**src/rtl/button_sequence_capture_pkg.sv**
```systemverilog
// button_sequence_capture_pkg: level codes, slot lengths, index width, FSM states and level-to-length decode
package button_sequence_capture_pkg;
  localparam logic [2:0] LV1 = 3'b001;
  localparam logic [2:0] LV2 = 3'b010;
  localparam logic [2:0] LV3 = 3'b100;
  localparam int LEN_LV1 = 8;
  localparam int LEN_LV2 = 12;
  localparam int LEN_LV3 = 16;
  localparam int IDX_W = 3;
  typedef enum logic [1:0] {IDLE = 2'd0, ARMED = 2'd1, CAPTURE = 2'd2, DONE = 2'd3} state_t;
  function automatic logic [4:0] level_len(input logic [2:0] lv);
    return lv == LV1 ? 5'(LEN_LV1) : lv == LV2 ? 5'(LEN_LV2) : lv == LV3 ? 5'(LEN_LV3) : 5'd0;
  endfunction
endpackage

```
**src/rtl/button_sequence_capture_if.sv**
```systemverilog
// button_sequence_capture_if: bus carrying enable/level/btn to the capture block and slots/slot_count/end_signal/led_echo back
interface button_sequence_capture_if #(parameter int NUM_BTN = 8, parameter int MAX_LEN = 16);
  logic                   enable;
  logic [2:0]             level;
  logic [NUM_BTN-1:0]     btn;
  logic [3*MAX_LEN-1:0]   slots;
  logic [4:0]             slot_count;
  logic                   end_signal;
  logic [NUM_BTN-1:0]     led_echo;
  modport master (output enable, level, btn, input slots, slot_count, end_signal, led_echo);
  modport slave (input enable, level, btn, output slots, slot_count, end_signal, led_echo);
endinterface

```
**src/rtl/button_sequence_capture_btn_debounce.sv**
```systemverilog
// btn_debounce: 2-flop sync of raw, db flips after DEBOUNCE_CYC equal samples, rise pulses on db 0->1 (clk, rst async low)
module btn_debounce #(parameter int DEBOUNCE_CYC = 20) (
  input  logic clk,
  input  logic rst,
  input  logic raw,
  output logic db,
  output logic rise
);
  localparam int CW = $clog2(DEBOUNCE_CYC + 1);
  logic s1, s2;
  logic [CW-1:0] cnt;
  always_ff @(posedge clk or negedge rst) begin
    if (!rst) begin
      s1 <= 1'b0;
      s2 <= 1'b0;
      cnt <= '0;
      db <= 1'b0;
      rise <= 1'b0;
    end else begin
      s1 <= raw;
      s2 <= s1;
      rise <= 1'b0;
      if (s2 == db) cnt <= '0;
      else if (cnt == CW'(DEBOUNCE_CYC - 1)) begin
        cnt <= '0;
        db <= s2;
        rise <= s2;
      end else cnt <= cnt + 1'b1;
    end
  end
endmodule

```
**src/rtl/button_sequence_capture.sv**
```systemverilog
// button_sequence_capture: debounce buttons, record lowest pressed index per press into slots until level length reached (clk, rst async low, bus)
module button_sequence_capture
  import button_sequence_capture_pkg::*;
#(
  parameter int NUM_BTN = 8,
  parameter int MAX_LEN = 16,
  parameter int DEBOUNCE_CYC = 20
) (
  input  logic clk,
  input  logic rst,
  button_sequence_capture_if.slave bus
);
  localparam int AW = $clog2(MAX_LEN);
  logic [NUM_BTN-1:0] db, press;
  state_t state;
  logic [4:0] target, count;
  logic hold, end_q;
  logic [IDX_W-1:0] slot_q [MAX_LEN];
  logic [IDX_W-1:0] idx;
  for (genvar i = 0; i < NUM_BTN; i++) begin : g_db
    btn_debounce #(.DEBOUNCE_CYC(DEBOUNCE_CYC)) u_db (
      .clk(clk), .rst(rst), .raw(bus.btn[i]), .db(db[i]), .rise(press[i])
    );
  end
  always_comb begin
    idx = '0;
    for (int k = NUM_BTN - 1; k >= 0; k--) idx = press[k] ? IDX_W'(k) : idx;
  end
  always_ff @(posedge clk or negedge rst) begin
    if (!rst) begin
      state <= IDLE;
      target <= '0;
      count <= '0;
      hold <= 1'b0;
      end_q <= 1'b0;
      for (int k = 0; k < MAX_LEN; k++) slot_q[k] <= '0;
    end else begin
      end_q <= state == DONE;
      case (state)
        IDLE: if (bus.enable && level_len(bus.level) != 5'd0) begin
          state <= ARMED;
          target <= level_len(bus.level);
        end
        ARMED: if (!bus.enable) state <= IDLE;
          else if (db == '0) state <= CAPTURE;
        CAPTURE: if (!bus.enable) begin
          state <= IDLE;
          count <= '0;
          hold <= 1'b0;
          for (int k = 0; k < MAX_LEN; k++) slot_q[k] <= '0;
        end else if (hold) hold <= db != '0;
        else if (|press) begin
          slot_q[count[AW-1:0]] <= idx;
          count <= count + 5'd1;
          hold <= 1'b1;
          if (count + 5'd1 == target) state <= DONE;
        end
        default: ;
      endcase
    end
  end
  for (genvar i = 0; i < MAX_LEN; i++) begin : g_out
    assign bus.slots[3*i +: 3] = slot_q[i];
  end
  assign bus.slot_count = count;
  assign bus.end_signal = end_q;
  assign bus.led_echo = (state == ARMED || state == CAPTURE) ? db : '0;
endmodule

```
**src/flat_wrapper.sv**
```systemverilog
// flat-port wrapper written by rule: the top's interface ports become plain ports
module button_sequence_capture_flat import button_sequence_capture_pkg::*;
#(
  parameter int NUM_BTN = 8,
  parameter int MAX_LEN = 16,
  parameter int DEBOUNCE_CYC = 20
)
  (clk, rst, bus_enable, bus_level, bus_btn, bus_slots, bus_slot_count, bus_end_signal, bus_led_echo);
  button_sequence_capture_if #(.NUM_BTN(NUM_BTN), .MAX_LEN(MAX_LEN)) bus_i ();
  input  logic clk;
  input  logic rst;
  input wire logic [$bits(bus_i.enable)-1:0] bus_enable;
  input wire logic [$bits(bus_i.level)-1:0] bus_level;
  input wire logic [$bits(bus_i.btn)-1:0] bus_btn;
  output wire logic [$bits(bus_i.slots)-1:0] bus_slots;
  output wire logic [$bits(bus_i.slot_count)-1:0] bus_slot_count;
  output wire logic [$bits(bus_i.end_signal)-1:0] bus_end_signal;
  output wire logic [$bits(bus_i.led_echo)-1:0] bus_led_echo;
  assign bus_i.enable = bus_enable;
  assign bus_i.level = bus_level;
  assign bus_i.btn = bus_btn;
  assign bus_slots = bus_i.slots;
  assign bus_slot_count = bus_i.slot_count;
  assign bus_end_signal = bus_i.end_signal;
  assign bus_led_echo = bus_i.led_echo;
  button_sequence_capture #(.NUM_BTN(NUM_BTN), .MAX_LEN(MAX_LEN), .DEBOUNCE_CYC(DEBOUNCE_CYC)) u_core (.clk(clk), .rst(rst), .bus(bus_i));
endmodule
```
**config.mk**
```make
export PLATFORM = sky130hd
export DESIGN_NAME = button_sequence_capture_flat
export DESIGN_NICKNAME = d
export VERILOG_FILES = /design/src/rtl/button_sequence_capture_pkg.sv /design/src/rtl/button_sequence_capture_if.sv /design/src/rtl/button_sequence_capture_btn_debounce.sv /design/src/rtl/button_sequence_capture.sv /design/src/flat_wrapper.sv
export SDC_FILE = /design/constraint.sdc
export NUM_CORES = 1
export LEC_CHECK = 0
export CAP_MARGIN = 40
export CORE_MARGIN = 2
export CORE_UTILIZATION = 33
export DETAILED_ROUTE_END_ITERATION = 8
export GPL_TIMING_DRIVEN = 1
export PLACE_DENSITY_LB_ADDON = 0.1
export SETUP_SLACK_MARGIN = 0.02
export SLEW_MARGIN = 20
export SYNTH_ARGS = -nofsm -noshare
export SYNTH_HDL_FRONTEND = slang
export SYNTH_SLANG_ARGS = --single-unit
```
**constraint.sdc**
```tcl
create_clock -name clk -period 2 [get_ports clk]
set_input_delay 0.4 -clock clk [delete_from_list [all_inputs] [get_ports clk]]
set_output_delay 0.4 -clock clk [all_outputs]
set_load 0.05 [all_outputs]
```
==> results.md <==
* Status: finished clean
* Layout Nets at around 630
* Layout fillers at around 1600
* IO Pins at 76
* Drt first-iter violations at 208
* Maximum VDD drop at 572 µV
* Setup slack at placement at 47.1 ps
* Overall routed net length at 12900 µm
* Port Buffers at 75
* Yosys warning count at 0
* Comb power frac at 0.178
* Avg Vias per Cell at ~4.7
* Reg2reg start: u_core.state[0]
* RSZ-0062 raised after global routing: true
* Switch Pwr at 1870 µW
* Total power at 6990 µW
* Clk slew on worst S/H paths at 60 ps
* Synthesized instance count at between 400 and 500
* Yosys cell types at 47
* Switch share at 0.267
* Mapped Nets at 511
* RePlAce Congestion at 0.758
* Avg Cell Area, Syn at 12.0 µm²
* Layout cell share with drive strength beyond 1 at 0.200
* Fmax at 517 MHz
* Worst hold-check path type: register to register
* Cells on worst reg2reg path at 7
* Crit path DAT at 1540 ps
* Final hold slack at around 350 ps
* Num rows at 48
* Ys async rst share at 1.00
* PD cells at 914 nW/µm²
* Int Power at 5120 µW
* Final Critical Period at 1940 ps
* Multi-input gate area at 2380 µm²
* Number of synthesized flops with an enable pin at 0
* Setup crit start: u_core.state[1]
* TNS Setup at 0 ps
* TritonCTS clock tree: built
* Period utilization at 0.968
* HPWL after DPL at 8910 µm
* Clock skew at 12.5 ps
* Final Util at 0.445
* Diode count at 0
* First-pass GRT wire length at 21400 µm
* Initial Util at 0.334
* Root Driver: clkbuf_16
* Slew Limit Fails at 0
* P&R area growth vs syn at 33.2%
* Post-Syn Area at 5740 µm²
* LEAKAGE at 0.00369 µW
* Reg power frac at 0.411
* Die H at approximately 140 µm
* Final Hold Fails at 0
* # setup viols final at 0
* Crit start category: register
* Crit Path Max Fanout at 5
* Max-cap check violation count at 0
* Total global routing track utilization at 0.151
* Sink Count at about 130
* Required @ worst endpoint at 1600 ps
* Die Span X at about 140 µm
* Worst Setup End Kind: output pin
* Main flop type after synthesis: dfrtp_1
* Hold path depth at 0
* DRC Markers at 0
* 1st-pass router iterations at 4
* Clk buf depth at 2
* CP Class: register to output pin
* Final WS setup at 64.4 ps
* Register area at 3310 µm²
* Via count at 3925
* Seq cells post-synth at 132
* Vias in the first global route at 4025
* Latest clock arrival within the worst-skew pair at around 420 ps
* H-tree depth at 4
* Core Box Area at approximately 17000 µm²
* Clock group share of total power at 0.410
* Worst Hold Launch: u_core.g_db[6].u_db.s1
* Worst-case hold path end point: u_core.g_db[6].u_db.s2
* Final global-route overflow total at 0
* Slew headroom at 0.605
* Largest net degree at the start of global routing at 38
* Tightest Pin Transition at about 590 ps
* Final ANT Viol Nets at 0
* DIE AREA at 18500 µm²
* Initial antenna violation count at 0
* Flop2flop setup slack at 190 ps
* Sequential-to-total area share from yosys stat at 0.575
* Avg WL per Cell at about 15 µm
* Terminus of the critical flop-to-flop path: u_core.bus.slots[12]
* CTS buffer count at 17
==> power by group through the flow <==
stage / clock network [µW] / logic, µW / registers, µW
after CTS: 2960 / 1240 / 2880
final: 2870 / 1250 / 2880
after floorplan: 0 / 576 / 2970
after global routing: 3080 / 1380 / 2890
after detailed placement: 0 / 967 / 2930
after global placement: 0 / 960 / 2930
==> final cells by class <==
| cell class | instances | area share |
|---|---|---|
| clock buffers | 22 | 0.0607 |
| repair buffers | 110 | 0.146 |
| clock inverters | 9 | 0.0106 |
| well taps | 225 | 0.0368 |
| multi-input cells | 330 | 0.311 |
| inverters | 6 | 0.00294 |
| flip-flops and latches | 132 | 0.432 |
==> cell families after synthesis <==
| group | Yosys count | share of synthesized area |
|---|---|---|
| simple gates | 180 | 0.165 |
| xor+xnor | 40 | 0.0623 |
| buf+inv | 18 | 0.0168 |
| mux | 9 | 0.0176 |
| fa+ha+maj | 17 | 0.0370 |
| compound gates | 84 | 0.126 |
| flops | 132 | 0.575 |
==> cell usage after synthesis (4+ instances only) <==
cell type,count,area share
inv_1,6,0.0039
o2bb2ai_1,48,0.073
and2_1,18,0.020
xnor2_1,17,0.026
nor3b_1,8,0.010
a22o_1,5,0.0076
xor2_1,22,0.034
o21ai_0,10,0.0087
nor2_1,41,0.027
mux2_2,9,0.018
nand2_1,53,0.035
buf_2,7,0.0061
nor2b_1,4,0.0044
ha_1,17,0.037
dfrtp_1,132,0.58
nand3_1,31,0.027
nand2_4,10,0.020
==> what timing repair did <==
| item | CTS | global route |
|---|---|---|
| endpoints found under the setup margin | 54 | 8 |
| hold endpoints to repair | 11 | 0 |
| setup buffers | 6 | 1 |
| pin swaps | 1 | 0 |
| hold buffers | 1 | 0 |
| resized for setup | 54 | 3 |
==> worst max-delay path by stage <==
stage,endpoint
after floorplan,u_core.state[1]
after global placement,u_core.state[0]
after detailed placement,u_core.state[0]
after CTS,bus_led_echo[0]
after global routing,bus_led_echo[1]
final,bus_led_echo[4]
==> worst max-delay path, stage by stage, from the launching register on <==
cell,delay [ps]
dfrtp_1,390
inv_2,90
ha_4,210
buf_12,130
and2_1,160
buf_12,150
==> flip-flops by register name (all words and copies together), names as in the netlist <==
name	count
u_core.g_db.u_db.rise	8
u_core.bus.slot_count	5
u_core.target	3
u_core.g_db.u_db.cnt	40
u_core.bus.slots	48
u_core.g_db.u_db.db	8
u_core.g_db.u_db.s2	8
u_core.hold	1
u_core.bus.end_signal	1
u_core.g_db.u_db.s1	8
u_core.state	2
==> stage by stage <==
step,instances,instance area [µm²]
2_1_floorplan,480,5750
3_3_place_gp,795,7060
3_5_place_dp,795,7060
4_1_cts,833,7640
5_1_grt,834,7650
6_report,834,7650
==> per-layer routing <==
metal / track usage / part of all wire
met1: 0.205 / 0.48
met2: 0.234 / 0.46
met3: 0.0440 / 0.044
met4: 0.0440 / 0.0074
met5: 0 / 0
==> placed cells by master, fill, tap and decap left out, types with 3 or more instances in the layout <==
cell,instances
a22o_1,5
ha_1,16
nand2_1,53
nand2_4,10
clkinv_2,4
buf_4,34
xor2_1,22
clkinvlp_4,3
clkbuf_1,3
nor2_1,41
nor2b_1,4
and2_4,6
o21ai_0,10
dfrtp_1,130
clkbuf_16,17
o2bb2ai_1,48
nor4_1,3
nor3_1,3
nor3b_1,8
and2_1,12
buf_12,16
mux2_2,9
clkdlybuf4s50_1,13
xnor2_1,17
inv_1,4
dlygate4sd2_1,46
nand3_1,31
Power figures use the tool's default switching activity.
